===== config.mk =====
export PLATFORM = sky130hd
export DESIGN_NAME = record_slot_sequencer
export DESIGN_NICKNAME = d
export VERILOG_FILES = /design/src/rtl/record_slot_sequencer.sv
export SDC_FILE = /design/constraint.sdc
export NUM_CORES = 1
export LEC_CHECK = 0
export BUFFER_PORTS_ARGS = -buffer_cell sky130_fd_sc_hd__clkbuf_2
export CAP_MARGIN = 20
export CORE_UTILIZATION = 59
export CTS_CLUSTER_DIAMETER = 50
export CTS_CLUSTER_SIZE = 24
export DETAILED_ROUTE_END_ITERATION = 8
export PLACE_DENSITY_LB_ADDON = 0.15
export SYNTH_ARGS = -nofsm -noshare
export SYNTH_HDL_FRONTEND = slang
export SYNTH_SLANG_ARGS = --single-unit

===== constraint.sdc =====
create_clock -name clock -period 3.45 [get_ports clock]
set_input_delay 0.1725 -clock clock [delete_from_list [all_inputs] [get_ports clock]]
set_output_delay 0.1725 -clock clock [all_outputs]
set_load 0.1 [all_outputs]

===== src/rtl/record_slot_sequencer.sv =====
// Record slot sequencer: queues 24-bit records and streams each one as three
// bytes in phases 0..2 of a 4-clock slot, with a K filler byte in phase 3.
module record_slot_sequencer #(
  parameter int         DEPTH     = 4,
  parameter int         AW        = 2,
  parameter logic [7:0] IDLE_BYTE = 8'hBC
)(
  input  logic          clock,
  input  logic          reset,
  input  logic          enable,
  input  logic [23:0]   rec_data,
  input  logic          rec_valid,
  output logic          rec_ready,
  output logic [1:0]    cnt,
  output logic [7:0]    dout,
  output logic          dout_k,
  output logic          dout_valid,
  output logic [AW:0]   fifo_level,
  output logic          overflow
);

  localparam logic [AW:0] FULL = (AW+1)'(DEPTH);

  logic [DEPTH-1:0][23:0] mem;
  logic [AW-1:0]          wptr, rptr;
  logic [15:0]            tail;
  logic                   active;
  logic                   push, pop;
  logic [23:0]            head;

  assign rec_ready = (fifo_level != FULL);
  assign push      = rec_valid && rec_ready;
  // Boundary pop looks only at the registered level, so a same-edge push waits a slot.
  assign pop       = enable && (cnt == 2'd3) && (fifo_level != '0);
  assign head      = mem[rptr];

  always_ff @(posedge clock) begin
    if (push) mem[wptr] <= rec_data;
  end

  always_ff @(posedge clock) begin
    if (!reset) begin
      wptr       <= '0;
      rptr       <= '0;
      fifo_level <= '0;
      overflow   <= 1'b0;
      cnt        <= 2'd0;
      dout       <= IDLE_BYTE;
      dout_k     <= 1'b1;
      dout_valid <= 1'b0;
      tail       <= '0;
      active     <= 1'b0;
    end else begin
      if (push) wptr <= wptr + 1'b1;
      if (pop)  rptr <= rptr + 1'b1;
      case ({push, pop})
        2'b10:   fifo_level <= fifo_level + 1'b1;
        2'b01:   fifo_level <= fifo_level - 1'b1;
        default: fifo_level <= fifo_level;
      endcase
      if (rec_valid && !rec_ready) overflow <= 1'b1;

      if (enable) begin
        cnt <= cnt + 2'd1;
        case (cnt)
          2'd3: begin
            if (pop) begin
              dout       <= head[23:16];
              dout_k     <= 1'b0;
              dout_valid <= 1'b1;
              tail       <= head[15:0];
              active     <= 1'b1;
            end else begin
              dout       <= IDLE_BYTE;
              dout_k     <= 1'b1;
              dout_valid <= 1'b0;
              active     <= 1'b0;
            end
          end
          2'd0: begin
            dout       <= active ? tail[15:8] : IDLE_BYTE;
            dout_k     <= !active;
            dout_valid <= active;
          end
          2'd1: begin
            dout       <= active ? tail[7:0] : IDLE_BYTE;
            dout_k     <= !active;
            dout_valid <= active;
          end
          default: begin
            dout       <= IDLE_BYTE;
            dout_k     <= 1'b1;
            dout_valid <= 1'b0;
          end
        endcase
      end
    end
  end

endmodule


==> impl_metrics.env, run 1 <==
export IMPL_status="finished clean"
export IMPL_synth_edf_count=96
export IMPL_peakVddDrop_mv=0.359
export IMPL_finalCritPeriodShare_pct=69.1
export IMPL_drive_above_1_share_pct=25.1
export IMPL_worstPathMaxFanout=10
export IMPL_hold_depth=3
export IMPL_first_iter_violations=186
export IMPL_multiInputGateArea_mm2=0.00140
export IMPL_ant_nets=0
export IMPL_p_int_mw=3.03
export IMPL_finalWirelength_mm=9.39
export IMPL_rsz0062_at_grt="no"
export IMPL_worstSetupPathType="reg2reg"
export IMPL_cts_setup_buffers=0
export IMPL_setup_viol=0
export IMPL_drv_slew=0
export IMPL_power_switching_mw=0.838
export IMPL_critPathRequiredTime_ns=3.87
export IMPL_syn_area_mm2=0.00516
export IMPL_first_pass_iters=4
export IMPL_area_delta_synth_final_pct=22.2
export IMPL_io_buffers=44
export IMPL_grt_max_degree=25
export IMPL_grtUsageMet3_pct=7.18
export IMPL_synth_most_common_cell="edfxtp_1"
export IMPL_async_flop_share_pct=0
export IMPL_max_freq_mhz=420
export IMPL_regArea_mm2=0.00362
export IMPL_worst_slew_pin_slew_ns=0.796
export IMPL_cts_tree="done"
export IMPL_diodes=0
export IMPL_yosys_top_cells_area="edfxtp_1 (56%), dfxtp_1 (14%), mux4_2 (7.4%)"
export IMPL_cp_end_kind="flip-flop"
export IMPL_pin_count=45
export IMPL_syn_inst=310
export IMPL_via_per_inst=5.73
export IMPL_start_util_pct=61.9
export IMPL_num_rows=33
export IMPL_layout_nets=425
export IMPL_timing_slew_headroom_pct=46.9
export IMPL_synthDistinctLibCells=41
export IMPL_coreArea_mm2=0.00834
export IMPL_synth_seq_cells=133
export IMPL_grt_use_total_pct=23.3
export IMPL_busiest_layer="met2"
export IMPL_seq_power_share_pct=46.5
export IMPL_drc=0
export IMPL_final_fill_count=511
export IMPL_numClockSinks=133
export IMPL_tns_ns=0
export IMPL_vias=2889
export IMPL_cts_buffer_depth=2
export IMPL_finClkSkew_ns=0.00711
export IMPL_p_comb_share_pct=7.0
export IMPL_synth_top_area_cell="edfxtp_1"
export IMPL_die_area_mm2=0.00912
export IMPL_period_minus_slack_ns=2.38
export IMPL_dieWidth_um=95.5
export IMPL_synth_common_cells="edfxtp_1 (96), dfxtp_1 (37), nand2_1 (22), mux4_2 (17), o2bb2ai_1 (16)"
export IMPL_power_mw=3.87
export IMPL_met2_usage_pct=38.7
export IMPL_gr_total_overflow=0
export IMPL_critPathLaunchType="flip-flop"
export IMPL_cts_max_level=4
export IMPL_yosysSeqAreaShare_pct=70.2
export IMPL_syn_area_per_cell_um2=16.6
export IMPL_drv_cap=0
export IMPL_switching_share_pct=21.7
export IMPL_dp_hpwl_mm=5.39
export IMPL_place_congestion=0.761
export IMPL_wl_per_cell_um=18.6
export IMPL_yosysWarningCount=0
export IMPL_syn_num_nets=348
export IMPL_grt_use_met1_pct=28.8
export IMPL_clockRootBuffer="clkbuf_8"
export IMPL_hold_viol_final=0
export IMPL_rr_worst_depth=8
export IMPL_numCtsBuffers=17
export IMPL_antenna_found_initial=0
export IMPL_ys_flop_type="edfxtp_1"
export IMPL_power_frac_clock_pct=46.5
export IMPL_p_leak_nw=2.23
export IMPL_holdCritPathClass="in2reg"
export IMPL_grt_pass1_wl_mm=14.8
export IMPL_grt_pass1_vias=2926
export IMPL_clk_latency_ns=0.50
export IMPL_synth_top_area_share_pct=55.9
export IMPL_cp_data_arrival_time_ns=2.81
export IMPL_p_per_area_mw_per_mm2=613
export IMPL_clk_pin_slew_ns=0.06
export IMPL_die_h_um=95.5
layout by cell type, fill, tap and decap left out, types with 3 or more instances in the layout:
| cell | instances |
|---|---|
| a21oi_1 | 7 |
| clkinv_4 | 3 |
| a22oi_1 | 8 |
| ha_1 | 9 |
| a221o_1 | 3 |
| bufinv_16 | 4 |
| mux4_2 | 17 |
| nand2_1 | 22 |
| inv_1 | 9 |
| o221ai_1 | 5 |
| nor2_1 | 14 |
| clkbuf_16 | 16 |
| dfxtp_1 | 36 |
| and3_1 | 4 |
| o2bb2ai_1 | 16 |
| edfxtp_1 | 96 |
| o22a_1 | 5 |
| dlygate4sd3_1 | 24 |
| clkbuf_2 | 44 |
| mux2i_1 | 12 |
| buf_4 | 8 |
what timing repair did:
action | in CTS | in global routing
hold buffers | 24 | 0
endpoints found under the hold margin | 96 | 0
resized for setup | 0 | 0
cell families (layout without fill, tap and decap cells):
logic type                 Yosys count  count (layout)  share of synthesized area (%)
buffers and inverters               27             116                           2.74
muxes                               31              31                           10.8
xor gates and xnor gates             4               4                          0.679
AOI/OAI and AO/OA                   53              53                           8.29
DFF                                133             133                           70.2
and+or+nand+nor                     52              52                           4.73
adders and majority gates           10              10                           2.57
worst max-delay path, cell delays in order (launching register included):
cell and delay, ns:
dfxtp_1 0.42, or3b_1 0.51, nand2_1 0.12, ha_1 0.18
inv_1 0.06, fa_1 0.38, xor2_1 0.16, or3_1 0.32
a21oi_1 0.16
stage by stage:
stage / hold slack (ns) / utilization [%] / cell area, um2 / std cells / setup WS (ns)
floorplan: 0.271 / - / 5160 / 310 / 0.000616
global placement: 0.388 / 65.5 / 5470 / 449 / 1.20
global route: 0.0391 / 75.6 / 6310 / 504 / 0.931
CTS: 0.0130 / 75.6 / 6310 / 504 / 1.08
finish: 0.0315 / 75.6 / 6310 / 504 / 1.07
detailed placement: 0.391 / 65.5 / 5470 / 449 / 1.10
worst paths after layout:
path	end	slack, ns	startpoint
hold / removal	wptr[1]$_SDFFE_PN0P_	0.03	rec_valid
hold reg to reg	tail[13]$_SDFFE_PN0P_	0.46	tail[13]$_SDFFE_PN0P_
setup reg to reg	fifo_level[2]$_SDFFE_PN0P_	1.07	fifo_level[2]$_SDFFE_PN0P_
setup / recovery	fifo_level[2]$_SDFFE_PN0P_	1.07	fifo_level[2]$_SDFFE_PN0P_
state kept, by name (all words and copies together), names as in the netlist:
name        flops
tail           16
cnt             2
overflow        1
wptr            2
mem            96
dout_k          1
dout            8
active          1
rptr            2
dout_valid      1
fifo_level      3
power groups by stage:
stage                     Clock (mW)  Sequential (mW)  Combinational, mW
after global placement             0             1.83              0.244
after CTS                       1.82             1.80              0.270
after global routing            1.91             1.80              0.288
final                           1.80             1.80              0.270
after floorplan                    0             1.91             0.0979
after detailed placement           0             1.83              0.248
per-layer routing:
| metal | share of wire, % | up-vias | routed length (um) |
|---|---|---|---|
| met1 | 43 | 1428 | 4070 |
| li1 | - | 1373 | - |
| met3 | 3.9 | 15 | 368 |
| met2 | 51 | 73 | 4780 |
| met5 | 0 | - | 0 |
| met4 | 1.9 | 0 | 174 |
cell type report:
cell class              instances  area share (%)
well taps                     105            2.08
clock inverters                12            2.86
repair buffers                 76            8.25
multi-input cells             150            22.1
inverters                       9           0.536
flip-flops and latches        133            57.5
clock buffers                  19            6.69
No activity file was read; power rests on OpenSTA's default activity.
==> run 2: changes to the inputs <==
- ABC_AREA: default -> 1
- CORE_UTILIZATION: 59 -> 53
- clock period: 3.45 -> 2.1 ns (I/O delays scaled with it)
==> impl_metrics.env, run 2 <==
export IMPL_p_leak_nw=2.47
export IMPL_tns_ns=0
export IMPL_num_rows=35
export IMPL_cts_setup_buffers=0
export IMPL_synth_seq_cells=133
export IMPL_critPathLaunchType="flip-flop"
export IMPL_r2r_start="fifo_level[0]$_SDFFE_PN0P_"
export IMPL_async_flop_share_pct=0
export IMPL_postLayoutSetupSlackWorst_ns=0.169
export IMPL_fin_util_pct=70.2
export IMPL_cts_buffer_depth=2
export IMPL_drv_slew=0
export IMPL_cp_slowest_cell="dfxtp_4"
export IMPL_final_fill_count=689
export IMPL_synth_common_cells="edfxtp_1 (96), nor2_1 (93), o21ai_0 (88), nand2_1 (49), dfxtp_1 (37)"
export IMPL_syn_area_mm2=0.00523
export IMPL_synth_edf_count=96
export IMPL_hold_viol_final=0
export IMPL_seq_power_share_pct=46.2
export IMPL_hold_depth=3
export IMPL_p_comb_share_pct=8.1
export IMPL_critPathRequiredTime_ns=2.50
export IMPL_critPathBufInv=1
export IMPL_cp_top_family="simple AND/OR/NAND/NOR gates"
export IMPL_holdCritPathClass="in2reg"
export IMPL_status="finished clean"
export IMPL_slowest_delay_ns=0.34
export IMPL_wl_per_cell_um=16.2
export IMPL_first_iter_violations=190
export IMPL_p_int_mw=4.90
export IMPL_yosysSeqAreaShare_pct=69.2
export IMPL_synthDistinctLibCells=20
export IMPL_grt_use_total_pct=23.9
export IMPL_synth_top_area_share_pct=55.1
export IMPL_setup_viol=0
export IMPL_first_pass_iters=5
export IMPL_dp_slack_ns=0.214
export IMPL_pin_count=45
export IMPL_cp_data_arrival_time_ns=2.34
export IMPL_place_congestion=0.827
export IMPL_area_delta_synth_final_pct=26.4
export IMPL_finalCritPeriodShare_pct=91.9
export IMPL_diodes=0
export IMPL_ys_flop_type="edfxtp_1"
export IMPL_syn_num_nets=513
export IMPL_layout_common_cells="edfxtp_1 (96), nor2_1 (88), o21ai_0 (86)"
export IMPL_largest_reg_flops=96
export IMPL_synth_most_common_cell="edfxtp_1"
export IMPL_vias=3716
export IMPL_clk_pin_slew_ns=0.06
export IMPL_hp_start="reset"
export IMPL_clockRootBuffer="clkbuf_8"
export IMPL_r2r_slack_ns=0.17
export IMPL_numCtsBuffers=17
export IMPL_yosys_top_cells_area="edfxtp_1 (55%), dfxtp_1 (14%), o21ai_0 (8.4%)"
export IMPL_clk_latency_ns=0.52
export IMPL_cts_max_level=4
export IMPL_io_buffers=44
export IMPL_peakVddDrop_mv=0.775
export IMPL_drc=0
export IMPL_via_per_inst=5.33
export IMPL_antenna_found_initial=0
export IMPL_grt_pass1_wl_mm=18.0
export IMPL_power_frac_clock_pct=45.8
export IMPL_drive_above_1_share_pct=19.4
export IMPL_finalWirelength_mm=11.3
export IMPL_layout_nets=593
export IMPL_dp_hpwl_mm=7.26
export IMPL_grt_max_degree=39
export IMPL_worst_path_stages=10
export IMPL_gr_total_overflow=0
export IMPL_ant_nets=0
export IMPL_regMostFlops="mem"
export IMPL_grt_pass1_vias=3641
export IMPL_period_minus_slack_ns=1.93
export IMPL_coreArea_mm2=0.00942
export IMPL_hold_ws_ns=0.0305
export IMPL_power_mw=6.44
export IMPL_power_switching_mw=1.53
export IMPL_worstPathMaxFanout=9
export IMPL_rsz0062_at_grt="no"
export IMPL_cp_end_kind="flip-flop"
export IMPL_worstHoldEndpoint="fifo_level[0]$_SDFFE_PN0P_"
export IMPL_cts_tree="done"
export IMPL_dieWidth_um=101
export IMPL_worst_slew_pin_slew_ns=0.563
export IMPL_switching_share_pct=23.8
export IMPL_finClkSkew_ns=0.00941
export IMPL_start_util_pct=55.6
export IMPL_synth_top_area_cell="edfxtp_1"
export IMPL_yosysWarningCount=0
export IMPL_die_area_mm2=0.0103
export IMPL_timing_slew_headroom_pct=62.6
export IMPL_layout_commonest_cell="edfxtp_1"
export IMPL_syn_area_per_cell_um2=11.0
export IMPL_drv_cap=0
export IMPL_p_per_area_mw_per_mm2=974
export IMPL_die_h_um=101
export IMPL_max_freq_mhz=518
export IMPL_syn_inst=475
export IMPL_numClockSinks=133
export IMPL_multiInputGateArea_mm2=0.00151
export IMPL_largestRegisters="mem: 96 flops, tail: 16 flops, dout: 8 flops"
export IMPL_worstSetupPathType="reg2reg"
export IMPL_rr_endpoint="fifo_level[2]$_SDFFE_PN0P_"
export IMPL_rr_worst_depth=10
export IMPL_crit_chain="nor2_2 -> nand2_4 -> nand2_8 -> ha_4 -> inv_2 -> fa_2 -> a21oi_1 -> o21ai_1 -> o21ai_1 -> a21oi_1"
export IMPL_regArea_mm2=0.00364
## run 2: routing by layer
layer / routed length, um / track usage [%]
met5: 0 / 0
met4: 167 / 8.36
met3: 555 / 6.21
met2: 5530 / 40.1
met1: 5040 / 30.3
## run 2: worst max path at each step
stage          slack, ns                          to                  startpoint
5_1_grt             0.02  fifo_level[2]$_SDFFE_PN0P_  fifo_level[0]$_SDFFE_PN0P_
3_5_place_dp        0.21  fifo_level[2]$_SDFFE_PN0P_  fifo_level[0]$_SDFFE_PN0P_
3_3_place_gp        0.30  fifo_level[2]$_SDFFE_PN0P_  fifo_level[0]$_SDFFE_PN0P_
2_1_floorplan      -0.04  fifo_level[1]$_SDFFE_PN0P_         cnt[1]$_SDFFE_PN0P_
4_1_cts             0.20  fifo_level[2]$_SDFFE_PN0P_  fifo_level[0]$_SDFFE_PN0P_
6_report            0.17  fifo_level[2]$_SDFFE_PN0P_  fifo_level[0]$_SDFFE_PN0P_
## run 2: layout make-up
class | count | share of cell area, %
multi-input combinational | 297 | 22.9
tap | 129 | 2.44
inverter | 20 | 1.14
timing repair buffer | 86 | 9.46
clock inverter | 14 | 2.67
sequential | 133 | 55.1
clock buffer | 18 | 6.32
## run 2: tightest hold or removal path: cells and delay by family
family,cells,cell delay (ns)
compound gates,2,0.18
buf+inv,1,0.22
## run 2: through the flow
| step | cells | cell area, um2 |
|---|---|---|
| 6_report | 697 | 6610 |
| 5_1_grt | 697 | 6610 |
| 3_3_place_gp | 639 | 5760 |
| 3_5_place_dp | 639 | 5760 |
| 4_1_cts | 697 | 6610 |
| 2_1_floorplan | 475 | 5360 |
## run 2: cells by family after synthesis
logic type | count (synthesis) | synth area share (%)
compound gates | 129 | 12.8
simple gates | 158 | 11.7
flops | 133 | 69.2
buf+inv | 45 | 3.68
fa+ha+maj | 10 | 2.53
## run 2: repair_timing
item | 4_1_cts | 5_1_grt
hold buffers | 26 | 0
hold endpoints to repair | 104 | 0
resized for setup | 0 | 0
## run 2: power by group through the flow
stage                     Clock (mW)  Sequential, mW  Combinational, mW
after floorplan                    0            3.14              0.204
after global placement             0            3.02              0.467
after detailed placement           0            3.03              0.481
after CTS                       2.96            2.97              0.521
after global routing            3.10            2.98              0.562
final                           2.95            2.97              0.520
